===== config.mk =====
export PLATFORM = sky130hd
export DESIGN_NAME = ex_muldiv
export DESIGN_NICKNAME = d
export VERILOG_FILES = /design/src/rtl/ex_muldiv.sv
export SDC_FILE = /design/constraint.sdc
export NUM_CORES = 1
export LEC_CHECK = 0
export ABC_CLOCK_PERIOD_IN_PS = 12400
export CAP_MARGIN = 20
export CORE_MARGIN = 5
export CORE_UTILIZATION = 55
export DETAILED_ROUTE_END_ITERATION = 16
export HOLD_SLACK_MARGIN = 0.15
export PLACE_DENSITY = 0.75
export SYNTH_ARGS = -nofsm -noshare
export SYNTH_HDL_FRONTEND = slang
export SYNTH_SLANG_ARGS = --single-unit
export TNS_END_PERCENT = 10

===== constraint.sdc =====
create_clock -name clk -period 12.4 [get_ports clk]
set_input_delay 1.86 -clock clk [delete_from_list [all_inputs] [get_ports clk]]
set_output_delay 1.86 -clock clk [all_outputs]
set_load 0.03 [all_outputs]

===== src/rtl/ex_muldiv.sv =====
// EX-stage radix-2 sequential multiply/divide unit holding the architectural HI/LO registers.
// MULT/MULTU use shift-add, DIV/DIVU use restoring division; signs are fixed up in a final cycle.
module ex_muldiv #(
  parameter int unsigned WIDTH = 32
) (
  input  logic             clk,
  input  logic             rst,
  input  logic             start,
  input  logic [1:0]       op,
  input  logic [WIDTH-1:0] rs_val,
  input  logic [WIDTH-1:0] rt_val,
  input  logic             mthi,
  input  logic             mtlo,
  output logic [WIDTH-1:0] hi,
  output logic [WIDTH-1:0] lo,
  output logic             busy,
  output logic             done
);

  localparam int unsigned CW = $clog2(WIDTH + 1);
  localparam int unsigned AW = 2 * WIDTH;

  typedef enum logic [1:0] {
    ST_IDLE = 2'd0,
    ST_RUN  = 2'd1,
    ST_FIX  = 2'd2
  } state_t;

  state_t          r_state;
  state_t          w_next_state;
  logic [1:0]      r_op;
  logic [WIDTH-1:0] r_a;
  logic [WIDTH-1:0] r_b;
  logic [WIDTH-1:0] r_raw_a;
  logic            r_neg_q;
  logic            r_neg_r;
  logic [CW-1:0]   r_cnt;
  logic [AW-1:0]   r_acc;
  logic [WIDTH-1:0] r_hi;
  logic [WIDTH-1:0] r_lo;
  logic            r_busy;
  logic            r_done;

  // Operand magnitudes: op[0]==0 selects the signed variants.
  logic            w_signed;
  logic            w_sa;
  logic            w_sb;
  logic [WIDTH-1:0] w_mag_a;
  logic [WIDTH-1:0] w_mag_b;

  assign w_signed = ~op[0];
  assign w_sa     = w_signed & rs_val[WIDTH-1];
  assign w_sb     = w_signed & rt_val[WIDTH-1];
  assign w_mag_a  = w_sa ? (~rs_val + WIDTH'(1)) : rs_val;
  assign w_mag_b  = w_sb ? (~rt_val + WIDTH'(1)) : rt_val;

  // Multiply step: conditionally add multiplicand to the upper half, then shift right.
  logic [WIDTH:0]  w_mul_sum;
  logic [AW-1:0]   w_mul_next;

  assign w_mul_sum  = {1'b0, r_acc[AW-1:WIDTH]} + (r_acc[0] ? {1'b0, r_a} : {(WIDTH+1){1'b0}});
  assign w_mul_next = {w_mul_sum, r_acc[WIDTH-1:1]};

  // Divide step: shift in next dividend bit, keep the difference when it does not borrow.
  logic [WIDTH:0]  w_trial;
  logic [WIDTH:0]  w_diff;
  logic [AW-1:0]   w_div_next;

  assign w_trial    = r_acc[AW-1:WIDTH-1];
  assign w_diff     = w_trial - {1'b0, r_b};
  assign w_div_next = w_diff[WIDTH] ? {w_trial[WIDTH-1:0], r_acc[WIDTH-2:0], 1'b0}
                                    : {w_diff[WIDTH-1:0], r_acc[WIDTH-2:0], 1'b1};

  // Final sign fix-up and special cases.
  logic [AW-1:0]   w_prod;
  logic [WIDTH-1:0] w_quo;
  logic [WIDTH-1:0] w_rem;
  logic            w_div0;

  assign w_prod = r_neg_q ? (~r_acc + AW'(1)) : r_acc;
  assign w_quo  = r_neg_q ? (~r_acc[WIDTH-1:0] + WIDTH'(1)) : r_acc[WIDTH-1:0];
  assign w_rem  = r_neg_r ? (~r_acc[AW-1:WIDTH] + WIDTH'(1)) : r_acc[AW-1:WIDTH];
  assign w_div0 = r_op[1] & (r_b == '0);

  always_comb begin
    w_next_state = r_state;
    case (r_state)
      ST_IDLE: if (start) w_next_state = ST_RUN;
      ST_RUN:  if (r_cnt == '0) w_next_state = ST_FIX;
      ST_FIX:  w_next_state = ST_IDLE;
      default: w_next_state = ST_IDLE;
    endcase
  end

  always_ff @(posedge clk or posedge rst) begin
    if (rst) begin
      r_state <= ST_IDLE;
      r_busy  <= 1'b0;
    end else begin
      r_state <= w_next_state;
      r_busy  <= (w_next_state != ST_IDLE);
    end
  end

  always_ff @(posedge clk or posedge rst) begin
    if (rst) begin
      r_op    <= '0;
      r_a     <= '0;
      r_b     <= '0;
      r_raw_a <= '0;
      r_neg_q <= 1'b0;
      r_neg_r <= 1'b0;
      r_cnt   <= '0;
      r_acc   <= '0;
      r_hi    <= '0;
      r_lo    <= '0;
      r_done  <= 1'b0;
    end else begin
      r_done <= 1'b0;
      case (r_state)
        ST_IDLE: begin
          if (mthi) r_hi <= rs_val;
          if (mtlo) r_lo <= rs_val;
          if (start) begin
            r_op    <= op;
            r_a     <= w_mag_a;
            r_b     <= w_mag_b;
            r_raw_a <= rs_val;
            r_neg_q <= w_sa ^ w_sb;
            r_neg_r <= w_sa;
            r_cnt   <= CW'(WIDTH - 1);
            r_acc   <= op[1] ? {{WIDTH{1'b0}}, w_mag_a} : {{WIDTH{1'b0}}, w_mag_b};
          end
        end
        ST_RUN: begin
          r_acc <= r_op[1] ? w_div_next : w_mul_next;
          if (r_cnt != '0) r_cnt <= r_cnt - CW'(1);
        end
        ST_FIX: begin
          r_done <= 1'b1;
          if (!r_op[1]) begin
            r_hi <= w_prod[AW-1:WIDTH];
            r_lo <= w_prod[WIDTH-1:0];
          end else if (w_div0) begin
            r_hi <= r_raw_a;
            r_lo <= '1;
          end else begin
            r_hi <= w_rem;
            r_lo <= w_quo;
          end
        end
        default: ;
      endcase
    end
  end

  assign hi   = r_hi;
  assign lo   = r_lo;
  assign busy = r_busy;
  assign done = r_done;

endmodule


==> impl_results.md <==
* Top cell type's share of synthesized area at 0.3296
* Comb pwr share at 0.599
* Chip Height at 190.5 um
* Cells after Synth at 2266
* CP max stage delay at 0.68 ns
* Fillers at 2877
* Remaining Overflow, GRT at 0
* Vias per cell at 6.579
* Final Power at 6355 uW
* Worst-path fanout max at 5
* Final ANT Viol Nets at 0
* Die X at 190.5 um
* CTS root buf: clkbuf_16
* Critical Path AT at 5.00 ns
* Fin. Hold Viols at 0
* HP Class: reg2reg
* Residual DRC at 0
* Switching power share of the total at 0.4940
* Total track usage at 0.3512
* Worst Path Buf+Inv at 1
* # rows at 66
* Worst Tran Pin Value at 1.133 ns
* CTS tree: built
* CP top delay family: simple AND/OR/NAND/NOR gates
* Clk pin slew, worst setup/hold paths at 0.06 ns
* Post-synth net total at 2408
* Max_cap viols at 0
* First-pass GRT wire length at 99700 um
* Power Internal at 3216 uW
* Number of global-route vias before repair at 17151
* CP max-delay cell: or4_1
* Synth area leaders: dfrtp_1 33%, nand2_1 7.8%, o21ai_0 7.0%
* CP required at 12.84 ns
* Detailed Route WL at 65790 um
* Status: finished clean
* Synth warnings at 0
* Most numerous cell in the Yosys netlist: nand2_1
* 1st-iter DRT viols at 2219
* Sequential share of power at 0.266
* Die footprint at 36290 sq um
* Fin. max-slew vios at 0
* Clock share of power at 0.135
* Number of H-tree levels at 1
* Critical-path cell list: clkdlybuf4s50_1 > or4_1 > nor4_2 > nor2b_1 > nand2_1 > o41ai_1 > xor2_1 > a21oi_1 > a21oi_1 > o21ai_0
* WL/cell at 23.90 um
* Flop2flop setup slack at 7.96 ns
* CP most frequent cell: a21oi_1
* DRT Pass-1 Iters at 9
* Largest net degree at the start of global routing at 116
* Final core occ at 0.6282
* CTS max path bufs at 3
* Post-CTS sizing at 0
* Psw at 3139 uW
* # setup viols final at 0
* Synthesized area at 17920 sq um
* Initial antenna violation count at 2
* Seq cells post-synth at 236
* Io pins at 137
* Port buffer count at 136
* Post-synth top area cell: dfrtp_1
* P_leak at 0.008653 uW
* Clock Skew at 0.01886 ns
* Fin crit share at 0.3679
* Crit Path Class: in2reg
* Startpoint types: input port
* Via count at 18111
* Ys async rst share at 1.000
* Synth Flop Type: dfrtp_1
* Detailed Place HPWL at 48280 um
* Setup crit end kind: register
* Rel. slew slack at 0.2448
* F_max at 219.2 MHz
* Final Wtd Congestion at 0.9740
* Avg Inst Size Synth at 7.908 sq um
* Cell variety after synth at 81
* Layout cells sized above 1 at 0.04766
* Core Area at 32370 sq um
* Commonest cells post-synth: 372 x nand2_1, 249 x o21ai_0, 236 x dfrtp_1, 152 x a21oi_1, 137 x clkbuf_1
* RSZ-0062 raised after global routing: false
* Total CTS buffers at 27
* Clk Latency, worst-skew pair at 0.57 ns
* Setup Buffers After CTS at 0
* Setup TNS at 0 ns
* Number of synthesized flops with an enable pin at 0
* Initial Utilization at 0.5536
* TritonCTS Sinks at 236
* VDD IR max at 0.0002234 V
* Power density over the cells at 312.5 nW/um^2
* Sequential area share after synthesis at 0.3296
* Final #Nets at 2430
* Final critical-path required period at 4.562 ns
* Hold buffer count at cts at 0
* Layout area overhead at 13.48%
-- state kept, by name, summed over array words and instances, names as in the netlist --
register,flops
r_cnt,6
r_a,32
done,1
r_neg_r,1
r_b,32
lo,32
r_op,1
r_state,2
r_neg_q,1
hi,32
busy,1
r_raw_a,31
r_acc,64
-- routing by layer --
metal | vias to the layer above | GRT usage | routed length [um] | part of all wire
li1 | 8088 | - | - | -
met1 | 8703 | 0.4606 | 25790 | 0.39
met2 | 1055 | 0.5553 | 29790 | 0.45
met3 | 265 | 0.07671 | 6300 | 0.096
met4 | 0 | 0.1671 | 3901 | 0.059
met5 | - | 0 | 0 | 0
-- power by group through the flow --
stage          clock network [uW]  registers, uW  logic [uW]
3_3_place_gp                    0           1660        3650
5_1_grt                       893           1720        4160
2_1_floorplan                   0           1580        2720
3_5_place_dp                    0           1670        3720
6_report                      861           1690        3800
4_1_cts                       862           1660        3740
-- cells by family after synthesis --
group / count (synthesis) / synth area share
mux: 75 / 0.04189
flops: 236 / 0.3296
fa+ha+maj: 71 / 0.05041
simple gates: 770 / 0.2010
buf+inv: 237 / 0.05202
xor+xnor: 179 / 0.08749
compound gates: 698 / 0.2376
-- cell usage in the layout (no fill, tap or decap), types with 15 or more instances in the layout --
cell type / n
a31oi_1: 19
nand2b_1: 15
and3_1: 17
o21ai_1: 19
nor3_1: 38
o31ai_1: 27
dfrtp_1: 234
nor2_1: 136
o22ai_1: 47
or4_1: 16
clkdlybuf4s50_1: 135
ha_1: 69
nand2_1: 371
xor2_1: 63
o211ai_1: 19
xnor2_1: 116
or3_1: 20
clkbuf_16: 27
buf_4: 20
a21oi_1: 152
o21ai_0: 249
nand3_1: 29
nor4_1: 19
a211oi_1: 17
a21o_1: 30
and2_1: 39
o221ai_1: 19
a22oi_1: 16
inv_1: 70
mux2i_1: 75
-- per-stage QoR --
stage,setup slack (ns),cell area (sq um),instances,hold slack (ns)
finish,7.838,20330,2753,0.4748
global route,7.609,20330,2750,0.4917
CTS,7.901,20290,2748,0.4731
detailed placement,7.331,19360,2699,0.4583
global placement,7.458,19360,2699,0.4535
floorplan,4.065,17920,2266,0.4381
-- final timing paths --
check / startpoint / to / cells past startpoint
min in group asynchronous: rst / done / 2
hold / removal: r_a[3] / r_a[3] / 2
setup reg to reg: r_acc[31] / r_acc[41] / 13
max in group asynchronous: rst / r_acc[31] / 3
setup / recovery: rs_val[12] / r_acc[22] / 10
hold reg to reg: r_a[3] / r_a[3] / 2
-- worst min-delay path: cells and delay by family, from the launching register on --
family / cells / cell delay (ns)
DFF: 1 / 0.34
AOI/OAI and AO/OA: 1 / 0.06
and+or+nand+nor: 1 / 0.04
-- cell type report --
type	count	area, sq um	share of cell area
Tap cell	442	553.0	0.02720
Inverter	72	277.8	0.01366
Antenna cell	3	7.507	0.0003692
Clock inverter	12	166.4	0.008184
Multi-Input combinational cell	1793	11120	0.5466
Timing Repair Buffer	158	1540	0.07574
Clock buffer	37	763.2	0.03753
Sequential cell	236	5911	0.2907
Note: power is estimated with default switching activity, not from simulation.
==> patch, RTL diff (same settings) <==
Set the parameter `WIDTH` to 16 (it was 32).
--- a/src/rtl/ex_muldiv.sv
+++ b/src/rtl/ex_muldiv.sv
@@ -3,3 +3,3 @@
 module ex_muldiv #(
-  parameter int unsigned WIDTH = 32
+  parameter int unsigned WIDTH = 16
 ) (
Interface: changed (resized hi, lo, rs_val and rt_val); port bits go from 137 to 73. No check against the original RTL was run, so the function may have changed too.
==> patch against the unedited design <==
Cell area fell by 49%. Routed wire length down 60%. Via count shrank 54%. Setup slack better by 0.64 ns. Clock power down 43%. Largest cell class unchanged. Synthesized cell count shrank 51%. Total power fell by 52%. Count of clock-buffer cells in the layout shrank 16. Synthesized area is 50% lower. Critical endpoint is now r_acc[13]$_DFFE_PP0P_. Utilization is 2.2 points higher. Sequential cell count down 113.
==> patch: results (changes against the unedited design) <==
* Result of the run: finished, final reports clean (unchanged)
* Routed length per instance at 19.4 um (was 23.9 um)
* Clk Latency, worst-skew pair at 0.42 ns (was 0.57 ns)
* Leakage dissipation at 4.54 nW (was 8.65 nW)
* Largest register by flop count: r_acc (unchanged)
* Nets at 1,221 (was 2,430)
* CTS H-tree lvls at 4 (was 1)
* Proportion of synthesized chip area in sequential cells at 0.340 (was 0.330)
* Post-Place Worst Slack at 8.06 ns (was 7.33 ns)
* Finished Layout Cells at 1,371 (was 2,753)
* Wire length of the first global-routing pass at 42,800 um (was 99,700 um)
* Longest Clk Path Bufs at 2 (was 3)
* Global-route track usage on met1 at 0.362 (was 0.461)
* DP Cell Count at 1,340 (was 2,699)
* Post-CTS setup-driven buffer insertion count at 0 (unchanged)
* Synthesized netlist cell count at 1,115 (was 2,266)
* PostCTS Resize Cnt at 0 (unchanged)
* Critical Path Fanout Max at 6 (was 5)
* Maximum ir drop on the vdd rail at 0.215 mV (was 0.223 mV)
* Routed Antenna Nets at 0 (unchanged)
* Quantity of I/O buffers inserted on ports at 72 (was 136)
* Via count at 8,314 (was 18,100)
* Clock input transition at the sequential cells of the worst setup and hold paths at 0.06 ns (about the same)
* Global-route track usage on met2 at 0.439 (was 0.555)
* Most instantiated flip-flop cell in the synthesis netlist: dfrtp_1 (unchanged)
* Placement-stage cell area at 0.00983 mm^2 (was 0.0194 mm^2)
* Area contributors post-synth: dfrtp_1, nand2_1, o21ai_0, xnor2_1, ha_1 (unchanged)
* Synth cell types at 70 (was 81)
* Number of antenna violations at the first check in global routing at 0 (was 2)
* Placer Congestion at 0.948 (was 0.974)
* Vias in the first global route at 8,128 (was 17,200)
* First-pass iteration count of the detailed router at 5 (was 9)
* Worst-margin pin slew at 1.06 ns (was 1.13 ns)
* Fraction of layout instances using a drive strength above 1 at 0.0597 (was 0.0477)
* # diodes at 0 (was 3)
* Grt met3 use at 0.0579 (was 0.0767)
* DP HPWL at 19,500 um (was 48,300 um)
* Global Route Usage Sum at 0.277 (was 0.351)
* Number of flip-flops under the largest register name at 32 (was 64)
* Slowest Stage Delay on Critical Path at 0.63 ns (was 0.68 ns)
* Synthesis warning total at 0 (unchanged)
* Maximum number of pins on one net before global-route repair at 77 (was 116)
* Async set-or-reset flop fraction in the synthesized netlist at 1.00 (unchanged)
* List of most frequent post-synthesis cells: nand2_1, dfrtp_1, o21ai_0, a21oi_1, nor2_1 (was nand2_1, o21ai_0, dfrtp_1, a21oi_1, clkbuf_1)
* Worst reg2reg path depth at 12 (was 13)
* Worst clock skew at 0.00808 ns (was 0.0189 ns)
* Path category of the worst min-delay check: register to register (unchanged)
* DR iter-0 viols at 788 (was 2,219)
* Number of clock buffers inserted by TritonCTS at 17 (was 27)
## patch: cell types whose count changed after synthesis, moves of 56 or more
| cell | unedited run | this run |
|---|---|---|
| dfrtp_1 | 236 | 123 |
| nand2_1 | 372 | 179 |
| clkbuf_1 | 137 | 59 |
| nor2_1 | 136 | 70 |
| o21ai_0 | 249 | 122 |
| a21oi_1 | 152 | 71 |
| xnor2_1 | 116 | 60 |
## patch: cell families (layout without fill, tap and decap cells)
kind of cell               after synthesis  in the layout  synth area share
buffers and inverters                  117            157            0.0505
and+or+nand+nor                        377            377             0.194
AOI/OAI and AO/OA                      321            321             0.219
xor gates and xnor gates                95             95            0.0928
DFF                                    123            123             0.340
muxes                                   43             43            0.0480
adders and majority gates               39             39            0.0556
## patch: worst max-delay path, delay by kind of cell
family                    cells  cell delay (ns)
xor gates and xnor gates      1             0.26
buffers and inverters         1             0.57
and+or+nand+nor               2             1.01
muxes                         1             0.11
AOI/OAI and AO/OA             3             0.39
## patch: report_power, final
| group | internal, mW | switching [mW] |
|---|---|---|
| Combinational | 0.749 | 0.965 |
| Sequential | 0.584 | 0.248 |
| Clock | 0.300 | 0.191 |
## patch: worst paths after layout
path | start | endpoint | slack [ns]
min reg2reg | r_raw_a[6]$_DFFE_PP0P_ | r_raw_a[6]$_DFFE_PP0P_ | 0.47
max | rs_val[7] | r_acc[13]$_DFFE_PP0P_ | 8.48
max reg2reg | r_acc[0]$_DFFE_PP0P_ | r_acc[29]$_DFFE_PP0P_ | 8.99
min | r_raw_a[6]$_DFFE_PP0P_ | r_raw_a[6]$_DFFE_PP0P_ | 0.47
min in group asynchronous | rst | lo[10]$_DFFE_PP0P_ | 1.86
max in group asynchronous | rst | r_acc[30]$_DFFE_PP0P_ | 9.11
## patch: final cells by class
cell class,instances,area [um^2]
clock buffer,21,450
clock inverter,10,120
fill,1398,5600
inverter,45,171
multi-input combinational,875,5520
sequential,123,3080
tap,216,270
timing repair buffer,81,788
## patch: metal layers
layer,up-vias,share of wire
met4,0,0.042
met3,69,0.066
met1,3964,0.43
met2,287,0.46
met5,-,0
li1,3994,-
